[src/rtl/stream_demux_pkg.sv]
// Shared types and constants for the stream_demux 1:2 stream router.
// Optional per-output delivery counters are enabled with STREAM_DEMUX_STATS_EN.
package stream_demux_pkg;

    typedef enum logic [1:0] {
        EMPTY = 2'd0,
        ONE   = 2'd1,
        TWO   = 2'd2
    } buf_state_t;

    localparam int DEMUX_BUF_DEPTH = 2;
    localparam int STATS_CNT_W     = 16;

endpackage

[src/rtl/demux_skid_buf.sv]
// Two-entry FIFO buffer for one demux output. Slot 0 always holds the head,
// so the output payload comes straight from a register.
module demux_skid_buf
    import stream_demux_pkg::*;
#(
    parameter int DATA_W = 8
) (
    input  logic              clk,
    input  logic              rst_n,
    input  logic              push,
    input  logic [DATA_W-1:0] push_data,
    input  logic              pop,
    output logic              valid,
    output logic              full,
    output logic [DATA_W-1:0] head_data
);

    buf_state_t        state_reg;
    buf_state_t        state_next;
    logic [DATA_W-1:0] mem_reg  [DEMUX_BUF_DEPTH];
    logic [DATA_W-1:0] mem_next [DEMUX_BUF_DEPTH];

    always_comb begin
        state_next = state_reg;
        for (int i = 0; i < DEMUX_BUF_DEPTH; i++) begin
            mem_next[i] = mem_reg[i];
        end
        case (state_reg)
            EMPTY: begin
                if (push) begin
                    state_next  = ONE;
                    mem_next[0] = push_data;
                end
            end
            ONE: begin
                if (push && !pop) begin
                    state_next  = TWO;
                    mem_next[1] = push_data;
                end else if (!push && pop) begin
                    state_next = EMPTY;
                end else if (push && pop) begin
                    // Head leaves while the new beat arrives: new beat becomes head.
                    mem_next[0] = push_data;
                end
            end
            TWO: begin
                // Pushes cannot arrive here because the top holds in_ready low.
                if (pop) begin
                    state_next  = ONE;
                    mem_next[0] = mem_reg[1];
                end
            end
            default: begin
                state_next = EMPTY;
            end
        endcase
    end

    always_ff @(posedge clk) begin
        if (!rst_n) begin
            state_reg <= EMPTY;
            for (int i = 0; i < DEMUX_BUF_DEPTH; i++) begin
                mem_reg[i] <= '0;
            end
        end else begin
            state_reg <= state_next;
            for (int i = 0; i < DEMUX_BUF_DEPTH; i++) begin
                mem_reg[i] <= mem_next[i];
            end
        end
    end

    assign valid     = (state_reg != EMPTY);
    assign full      = (state_reg == TWO);
    assign head_data = mem_reg[0];

endmodule

[src/rtl/stream_demux.sv]
// Routes one valid/ready stream to out0 or out1 per beat, each through its own
// two-entry buffer. Define STREAM_DEMUX_STATS_EN to add per-output pop counters.
module stream_demux
    import stream_demux_pkg::*;
#(
    parameter int DATA_W = 8
) (
    input  logic              clk,
    input  logic              rst_n,
    input  logic              in_valid,
    output logic              in_ready,
    input  logic              in_sel,
    input  logic [DATA_W-1:0] in_data,
    output logic              out0_valid,
    input  logic              out0_ready,
    output logic [DATA_W-1:0] out0_data,
    output logic              out1_valid,
    input  logic              out1_ready,
    output logic [DATA_W-1:0] out1_data
`ifdef STREAM_DEMUX_STATS_EN
    ,
    output logic [STATS_CNT_W-1:0] out0_cnt,
    output logic [STATS_CNT_W-1:0] out1_cnt
`endif
);

    logic [1:0]        buf_valid;
    logic [1:0]        buf_full;
    logic [1:0]        buf_push;
    logic [1:0]        buf_pop;
    logic [1:0]        out_ready_vec;
    logic [DATA_W-1:0] buf_data [2];

    assign out_ready_vec = {out1_ready, out0_ready};

    // Depends only on the selected buffer's fill, never on downstream ready.
    assign in_ready = !buf_full[in_sel];

    generate
        for (genvar gi = 0; gi < 2; gi++) begin : g_buf
            assign buf_push[gi] = in_valid && in_ready && (in_sel == 1'(gi));
            assign buf_pop[gi]  = buf_valid[gi] && out_ready_vec[gi];

            demux_skid_buf #(
                .DATA_W(DATA_W)
            ) u_buf (
                .clk       (clk),
                .rst_n     (rst_n),
                .push      (buf_push[gi]),
                .push_data (in_data),
                .pop       (buf_pop[gi]),
                .valid     (buf_valid[gi]),
                .full      (buf_full[gi]),
                .head_data (buf_data[gi])
            );
        end
    endgenerate

    assign out0_valid = buf_valid[0];
    assign out0_data  = buf_data[0];
    assign out1_valid = buf_valid[1];
    assign out1_data  = buf_data[1];

`ifdef STREAM_DEMUX_STATS_EN
    logic [STATS_CNT_W-1:0] cnt_reg [2];

    generate
        for (genvar gi = 0; gi < 2; gi++) begin : g_cnt
            // Free-running count of delivered beats; wraps naturally.
            always_ff @(posedge clk) begin
                if (!rst_n) begin
                    cnt_reg[gi] <= '0;
                end else if (buf_pop[gi]) begin
                    cnt_reg[gi] <= cnt_reg[gi] + STATS_CNT_W'(1);
                end
            end
        end
    endgenerate

    assign out0_cnt = cnt_reg[0];
    assign out1_cnt = cnt_reg[1];
`endif

endmodule

[config.mk]
export PLATFORM = sky130hd
export DESIGN_NAME = stream_demux
export DESIGN_NICKNAME = d
export VERILOG_FILES = /design/src/rtl/stream_demux_pkg.sv /design/src/rtl/demux_skid_buf.sv /design/src/rtl/stream_demux.sv
export SDC_FILE = /design/constraint.sdc
export NUM_CORES = 1
export LEC_CHECK = 0
export CAP_MARGIN = 20
export CORE_MARGIN = 3
export CORE_UTILIZATION = 47
export CTS_BUF_LIST = sky130_fd_sc_hd__clkbuf_16
export DETAILED_ROUTE_END_ITERATION = 8
export PLACE_DENSITY = 0.75
export SYNTH_ARGS = -nofsm -noshare
export SYNTH_HDL_FRONTEND = slang
export SYNTH_HIERARCHICAL = 1
export SYNTH_SLANG_ARGS = --single-unit
[constraint.sdc]
create_clock -name clk -period 2 [get_ports clk]
set_clock_uncertainty 0.1 [all_clocks]
set_input_delay 0.3 -clock clk [delete_from_list [all_inputs] [get_ports clk]]
set_output_delay 0.3 -clock clk [all_outputs]
set_load 0.01 [all_outputs]
# Yosys cells after proc, flatten, opt, wreduce, memory -nomap -nowiden
# Memories as Yosys holds them, arrays and structs flattened.
# Index checks and enable logic that the tools add are counted.
# classes
n_lt_le_gt_ge	1
n_eq_ne	10
muxes	34
n_bitwise	5
reduce_logical	22
# op_table
operator	n
$mux 8	18
$pmux 8 s3	2
$mux 2	8
$pmux 2 s3	2
$logic_and 1x1->1	11
$ne 2x1->1 const B	4
$ne 3x1->1 const B	2
$reduce_and 3->1	2
$logic_not 1->1	5
$eq 2x1->1 const B	2
$eq 2x2->1 const B	2
$logic_not 2->1	2
$mux 1	4
$or 1x1->1	4
$reduce_bool 2->1	2
$lt 1x2->1 const B	1
$not 1->1	1
# word_totals
ff_bits	4
ram_bits	32
out_inout_bits	19
wordCells	76
mem_count	2
# memory_table
memory	words	word_bits	read_ports	rd_ports_with_merged_regs	write_ports	line_no	source
g_buf[0].u_buf.mem_reg	2	8	2	0	2	demux_skid_buf.sv:20	logic [DATA_W-1:0] mem_reg [DEMUX_BUF_DEPTH];
g_buf[1].u_buf.mem_reg	2	8	2	0	2	demux_skid_buf.sv:20	

# Longest topological paths before layout
# Gate-level depths: netlist of the first run.
# logic_depth
ltp_word	12
ltp_mapped	10
mapped_depth_nobuf	8

# Modules after synthesis
# The synthesis of the first run kept the hierarchy.
# by_module_without_submodules
mod	instances	cells_each	area_per_inst_um2	seq_area_each_um2
demux_skid_buf	2	90	920.9	360.3
stream_demux	1	5	43.8	0.0

# Least setup slack after synthesis of the first run
# No wires, ideal clock.
# synth_path
path_kind	flip-flop to flip-flop
start	register g_buf[1].u_buf.state_reg[1]
end	memory g_buf[1].u_buf.mem_reg[0][0]
arrival_time_ps	1976
required_time_ps	1814
path_slack_ps	-162
stages_incl_launch_ff	11
cell_sequence	dfxtp_1 -> or2b_1 -> buf_2 -> inv_1 -> and3b_1 -> inv_1 -> ha_1 -> and4bb_1 -> buf_6 -> a22o_4 -> a211oi_1
# synth_lines
item	line_no	source
start: declaration	demux_skid_buf.sv:18	buf_state_t state_reg;
start signal: assignment	demux_skid_buf.sv:66	state_reg <= state_next;
end: declaration	demux_skid_buf.sv:20	

==> metrics.md, run 1 <==
| Metric | Value |
|---|---|
| Max-slew violation count | 0 |
| CTS Sinks | 36 |
| Gpl congestion | ~0.76 |
| Standard-cell rows | 22 |
| Syn nets | between 200 and 250 |
| Routed Antenna Nets | 0 |
| Detailed Place HPWL | 3010 um |
| CP endpoint kind | register |
| Maximum vdd drop | roughly 0.52 mV |
| GR met3 Demand/Resource | 3.62% |
| Max Freq | just under 0.5 GHz |
| Max_slew headroom | 61.5% |
| Drt via density | 5.73 |
| Static leakage | 0.00118 uW |
| DIE HEIGHT | approximately 69 um |
| Crit path kind | register to register |
| Number of synthesized flops with an enable pin | 0 |
| Main synth FF type | dfxtp_1 |
| Die X | approximately 69 um |
| GRT met1 Usage | between 20% and 30% |
| Die ar. | 4810 um2 |
| DRC errors left | 0 |
| Final Hold Vio Count | 0 |
| Hold crit path type | register to register |
| Tot GR Track Use | a little under a fifth |
| Final Critical Period | about 2.1 ns |
| Failing checks | setup timing |
| Vias in the first global route | between 1.5k and 2k |
| Initial antenna violation count | 0 |
| Max reg flops | 32 |
| Crit start category | register |
| CTS clock-pin slew for the worst setup and hold paths | ~0.05 ns |
| DR iter-0 viols | between 70 and 80 |
| Outcome | finished, violations left |
| Final period util | 103% |
| Slowest cell on crit path | dfxtp_2 |
| Initial core utilization | between 40% and 50% |
| Vias after detailed routing | approximately 1.5k |
| Actual slew at the worst max-slew pin | 0.574 ns |
| Syn-to-layout area delta | 36.4% |
| Most frequent cells in the layout | 33 x mux2i_1, 32 x dfxtp_1, 30 x clkdlybuf4s50_1 |
| Buffers on Ports | 32 |
| Mapped Cells | between 150 and 200 |
| Post-Syn Area per Cell | 10.2 um2 |
| CTS Hold Bufs | 0 |
| Most common cell after layout, fill and taps aside | mux2i_1 |
| Clock Latency Late Sink | about 0.27 ns |
| Drt pass-1 iters | 4 |
| Post-layout total power | 1810 uW |
| # setup viols final | 9 |
| TritonCTS clock tree | yes |
| Layout Nets | between 200 and 250 |
| Dpl ws | -0.331 ns |
| Synthesized cell area | 1890 um2 |
| Global routing's busiest layer | met2 |
| Largest net degree at the start of global routing | 19 |
| Count of different cell masters after synthesis | 24 |
| RSZ-0062 raised after global routing | true |
| Pwr dens | 703 nW/um2 |
| Crit-path cells | or2b_1 -> inv_1 -> and3b_2 -> buf_6 -> mux2_4 -> a22o_4 -> a211oi_2 |
| CP required | around 2.1 ns |
| I/O Pins | 33 |
| Core ar. | between 3000 and 4000 um2 |
| Cts bufs inserted | 5 |
| Critical Path AT | ~2.2 ns |
| First-pass GRT wire length | between 7000 and 8000 um |
| Synth warn | 6 |
| CP max stage delay | 0.33 ns |
| Layout cells sized above 1 | about a third |
| Register area share after synthesis | about two fifths |
| DR WL/cell | about 17 um |
| Maximum clock path buffer count | 2 |
| Clock Root Buffer | clkbuf_16 |
| CTS HTree Levels | 2 |
| Worst Path Max Fanout | 8 |
| Total of max-cap violations | 0 |
| Asr flop ratio synth | 0% |
| Total wire length | ~4500 um |
| Post-synthesis sequential element count | 36 |
| Gr ovfl total | 0 |
| Setup WS post-layout | -0.0685 ns |
| Met2 usage | about a third |
| Ant diodes | 0 |
-- cell type report --
cell class,instances,area [um2]
tap,48,60.1
multi-input combinational,115,1110
clock buffer,5,125
timing repair buffer,52,492
inverter,12,50.0
clock inverter,2,7.51
fill,279,1200
sequential,36,726
-- metal layers --
| metal | up-vias | wire [um] |
|---|---|---|
| met4 | 0 | 51 |
| li1 | 738 | - |
| met1 | 773 | 1910 |
| met5 | - | 0 |
| met2 | 31 | 2430 |
| met3 | 6 | 154 |
-- stage by stage --
| stage | hold slack [ns] | cells | setup TNS (ns) | area, um2 | util, % |
|---|---|---|---|---|---|
| 2_1_floorplan | 0.344 | 185 | -0.638 | 1900 | - |
| 3_3_place_gp | 0.374 | 254 | -3.27 | 2210 | 58.6 |
| 3_5_place_dp | 0.394 | 254 | -4.71 | 2210 | 58.6 |
| 4_1_cts | 0.406 | 266 | -0.0343 | 2460 | 65.2 |
| 5_1_grt | 0.440 | 270 | -1.72 | 2570 | 68.2 |
| 6_report | 0.400 | 270 | -0.288 | 2570 | 68.2 |
-- Yosys cell counts (4+ instances only) --
master,number,area share (%)
dfxtp_1,36,38
mux2i_1,33,18
nor2_1,18,3.6
a211oi_1,16,6.4
a221oi_1,16,7.4
buf_4,16,6.4
clkinv_1,6,1.2
ha_1,6,4.0
inv_1,6,1.2
buf_2,4,1.1
nand3b_1,4,1.6
-- where the power goes --
group          switching (uW)  internal, uW
clock network             252           444
registers                20.8           755
logic                     164           173
-- what timing repair did --
item | in CTS | in global routing
resized for setup | 26 | 19
pin swaps | 8 | 17
cloned | 2 | 1
buffers inserted | 4 | 3
setup endpoints to repair | 17 | 19
-- worst paths after layout --
| kind | start | end | slack, ns | cells past startpoint |
|---|---|---|---|---|
| max | g_buf[1].u_buf/state_reg[1]$_SDFFE_PN0P_ | g_buf[1].u_buf/mem_reg[0][5]$_SDFFE_PN0P_ | -0.07 | 7 |
| min | g_buf[1].u_buf/mem_reg[0][15]$_SDFFE_PN0P_ | g_buf[1].u_buf/mem_reg[0][15]$_SDFFE_PN0P_ | 0.40 | 2 |
| max reg2reg | g_buf[1].u_buf/state_reg[1]$_SDFFE_PN0P_ | g_buf[1].u_buf/mem_reg[0][5]$_SDFFE_PN0P_ | -0.07 | 7 |
| min reg2reg | g_buf[1].u_buf/mem_reg[0][15]$_SDFFE_PN0P_ | g_buf[1].u_buf/mem_reg[0][15]$_SDFFE_PN0P_ | 0.40 | 2 |
-- kinds of logic after synthesis --
logic type                 Yosys count  synth area share, %
and+or+nand+nor                     34                 10.2
buffers and inverters               36                 11.4
DFF                                 36                 38.2
AOI/OAI and AO/OA                   38                 17.1
adders and majority gates            6                 3.98
muxes                               35                 19.1
-- worst max-delay path, delay by kind of cell, from the launching register on --
kind,cells,cell delay [ns]
AO/OA/AOI/OAI,2,0.57
AND/OR/NAND/NOR,2,0.49
flip-flops,1,0.33
multiplexers,1,0.30
buffers and inverters,2,0.20
No activity file was read; power rests on OpenSTA's default activity.
==> run 2: changes to the inputs <==
- CORE_ASPECT_RATIO: unset -> 1.2
==> run 2 against run 1 <==
Against the previous run: the run still ends with setup timing left; maximum frequency up 3.1%; setup slack improved by 0.063 ns; worst hold slack got worse by 0.0059 ns; count of clock-buffer cells in the layout unchanged; sequential power about the same; sequential share of layout area grew 0.54 points; critical path depth unchanged; combinational power shrank 2%; critical path type unchanged; critical endpoint is now g_buf[0].u_buf/mem_reg[0][7]$_SDFFE_PN0P_; highest routed layer unchanged.
==> metrics.md, run 2 (synthesis gave the netlist of run 1 again) <==
| Metric | Value |
|---|---|
| DR iter-0 viols | 93 (+24%) |
| TritonCTS clock tree | yes |
| Tot GR Track Use | 19.2% (+0.71 points) |
| Layout Nets | 239 (-1.2%) |
| Vias after detailed routing | 1539 (-0.58%) |
| Total of max-cap violations | 0 (unchanged) |
| Max_slew headroom | 74.6% (+13 points) |
| Top sig layer | met4 |
| RSZ-0062 raised after global routing | true |
| Layout cells sized above 1 | 30.0% (-1.5 points) |
| I/O Pins | 33 (unchanged) |
| Core ar. | 3750 um2 (-0.46%) |
| Total wire length | 4630 um (+1.8%) |
| Setup WS post-layout | -0.00541 ns (+0.0631 ns) |
| Drt via density | 5.66 (-1.3%) |
| Vias in the first global route | 1530 (+0.66%) |
| Most common cell after layout, fill and taps aside | mux2i_1 |
| Final Hold Vio Count | 0 (unchanged) |
| Crit path kind | register to register |
| Static leakage | 0.00116 uW (-1.5%) |
| Gr ovfl total | 0 (unchanged) |
| Clock Root Buffer | clkbuf_16 |
| CP required | 2.09 ns (about the same) |
| Buffers on Ports | 32 (unchanged) |
| Standard-cell rows | 24 (+9.1%) |
| Most frequent cells in the layout | 33 x mux2i_1, 32 x dfxtp_1, 30 x clkdlybuf4s50_1 |
| Failing checks | setup timing |
| WHS | 0.394 ns (-0.00585 ns) |
| Initial core utilization | 50.2% (+0.23 points) |
| M1 wire length | 1980 um (+3.6%) |
| Crit start category | register |
| Final period util | 100% (-3.2 points) |
| CTS clock-pin slew for the worst setup and hold paths | 0.05 ns (about the same) |
| Syn-to-layout area delta | 34.3% |
| Max-slew violation count | 0 (unchanged) |
| Maximum vdd drop | 0.401 mV (-23%) |
| Ant diodes | 0 (unchanged) |
| Routed Antenna Nets | 0 (unchanged) |
| Outcome | finished, violations left |
| Gpl congestion | 0.918 (+21%) |
| Final cell count without fillers | 272 (+0.74%) |
| Critical Path AT | 2.10 ns (-0.06 ns) |
| Pwr dens | 722 nW/um2 (+2.7%) |
| Max reg flops | 32 (unchanged) |
| CP endpoint kind | register |
| Dpl ws | -0.335 ns (-0.00447 ns) |
| Final Critical Period | 2.01 ns (-0.0631 ns) |
| Actual slew at the worst max-slew pin | 0.382 ns (-0.192 ns) |
| Post-layout total power | 1830 uW (+1.1%) |
| Drt pass-1 iters | 5 (+1) |
| First-pass GRT wire length | 7060 um (-1.6%) |
| DR WL/cell | 17.0 um (+1.1%) |
| Largest net degree at the start of global routing | 19 (unchanged) |
| DIE HEIGHT | 75.4 um (+8.7%) |
| Clock Latency Late Sink | 0.28 ns (about the same) |
| CTS Sinks | 36 (unchanged) |
| Placed Cells incl. Taps | 260 (+2.4%) |
| Met3 wire len | 182 um (+18%) |
| Die X | 63.8 um (-8.0%) |
| DRC errors left | 0 (unchanged) |
| Initial antenna violation count | 0 (unchanged) |
| Max Freq | 0.499 GHz (+3.1%) |
| Hold crit path type | register to register |
| Detailed Place HPWL | 3110 um (+3.2%) |
| Worst Path Max Fanout | 8 (unchanged) |
| CTS Hold Bufs | 0 (unchanged) |
| Die ar. | 4810 um2 (about the same) |
| Cts bufs inserted | 5 (unchanged) |
| CTS HTree Levels | 2 (unchanged) |
| Metal2 WL | 2370 um (-2.2%) |
| Maximum clock path buffer count | 2 (unchanged) |
| # setup viols final | 2 (-7) |
==> run 2: final cells by class <==
class                           count  area (um2)
Sequential cell                    36         728
Multi-Input combinational cell    114        1100
Timing Repair Buffer               50         455
Tap cell                           52        65.1
Clock buffer                        5         125
Clock inverter                      3        11.3
Inverter                           12        48.8
Fill cell                         306        1220
==> run 2: routing by layer <==
metal | up-vias | global-route usage (%)
met5 | - | 0
met4 | 0 | 9.11
met3 | 10 | 5.75
li1 | 737 | -
met2 | 35 | 33.1
met1 | 757 | 22.0
==> run 2: stage by stage <==
| step | instance area (um2) | util [%] | setup TNS [ns] |
|---|---|---|---|
| global placement | 2220 | 59.0 | -3.66 |
| detailed placement | 2220 | 59.0 | -5.45 |
| global route | 2530 | 67.5 | -1.23 |
| CTS | 2440 | 64.9 | 0 |
| finish | 2530 | 67.5 | -0.0104 |
| floorplan | 1900 | - | -0.638 |
==> run 2: worst max-delay path, cell delays in order, from the launching register on <==
cell	delay, ns
dfxtp_2	0.32
or2_2	0.30
and2_4	0.18
ha_1	0.17
and4bb_1	0.22
buf_6	0.14
a22o_4	0.27
a211oi_1	0.22
==> run 2: where the power goes <==
group	internal (uW)	switching (uW)	total [uW]
sequential	754	22.6	776
clock	447	274	721
combinational	170	161	331
==> run 2: path summary, 6_finish.rpt <==
| check | start | end | slack, ns | cells after the start |
|---|---|---|---|---|
| max | g_buf[0].u_buf/state_reg[0]$_SDFFE_PN0P_ | g_buf[0].u_buf/mem_reg[0][7]$_SDFFE_PN0P_ | -0.005 | 7 |
| min | g_buf[1].u_buf/mem_reg[0][14]$_SDFFE_PN0P_ | g_buf[1].u_buf/mem_reg[0][14]$_SDFFE_PN0P_ | 0.39 | 2 |
| max reg2reg | g_buf[0].u_buf/state_reg[0]$_SDFFE_PN0P_ | g_buf[0].u_buf/mem_reg[0][7]$_SDFFE_PN0P_ | -0.005 | 7 |
| min reg2reg | g_buf[1].u_buf/mem_reg[0][14]$_SDFFE_PN0P_ | g_buf[1].u_buf/mem_reg[0][14]$_SDFFE_PN0P_ | 0.39 | 2 |
==> run 2: repair_timing <==
item | CTS | global route
pin swaps | 4 | 11
endpoints found under the hold margin | 0 | 0
setup endpoints to repair | 17 | 20
cloned | 1 | 2
resized for setup | 24 | 18
buffers inserted | 1 | 1
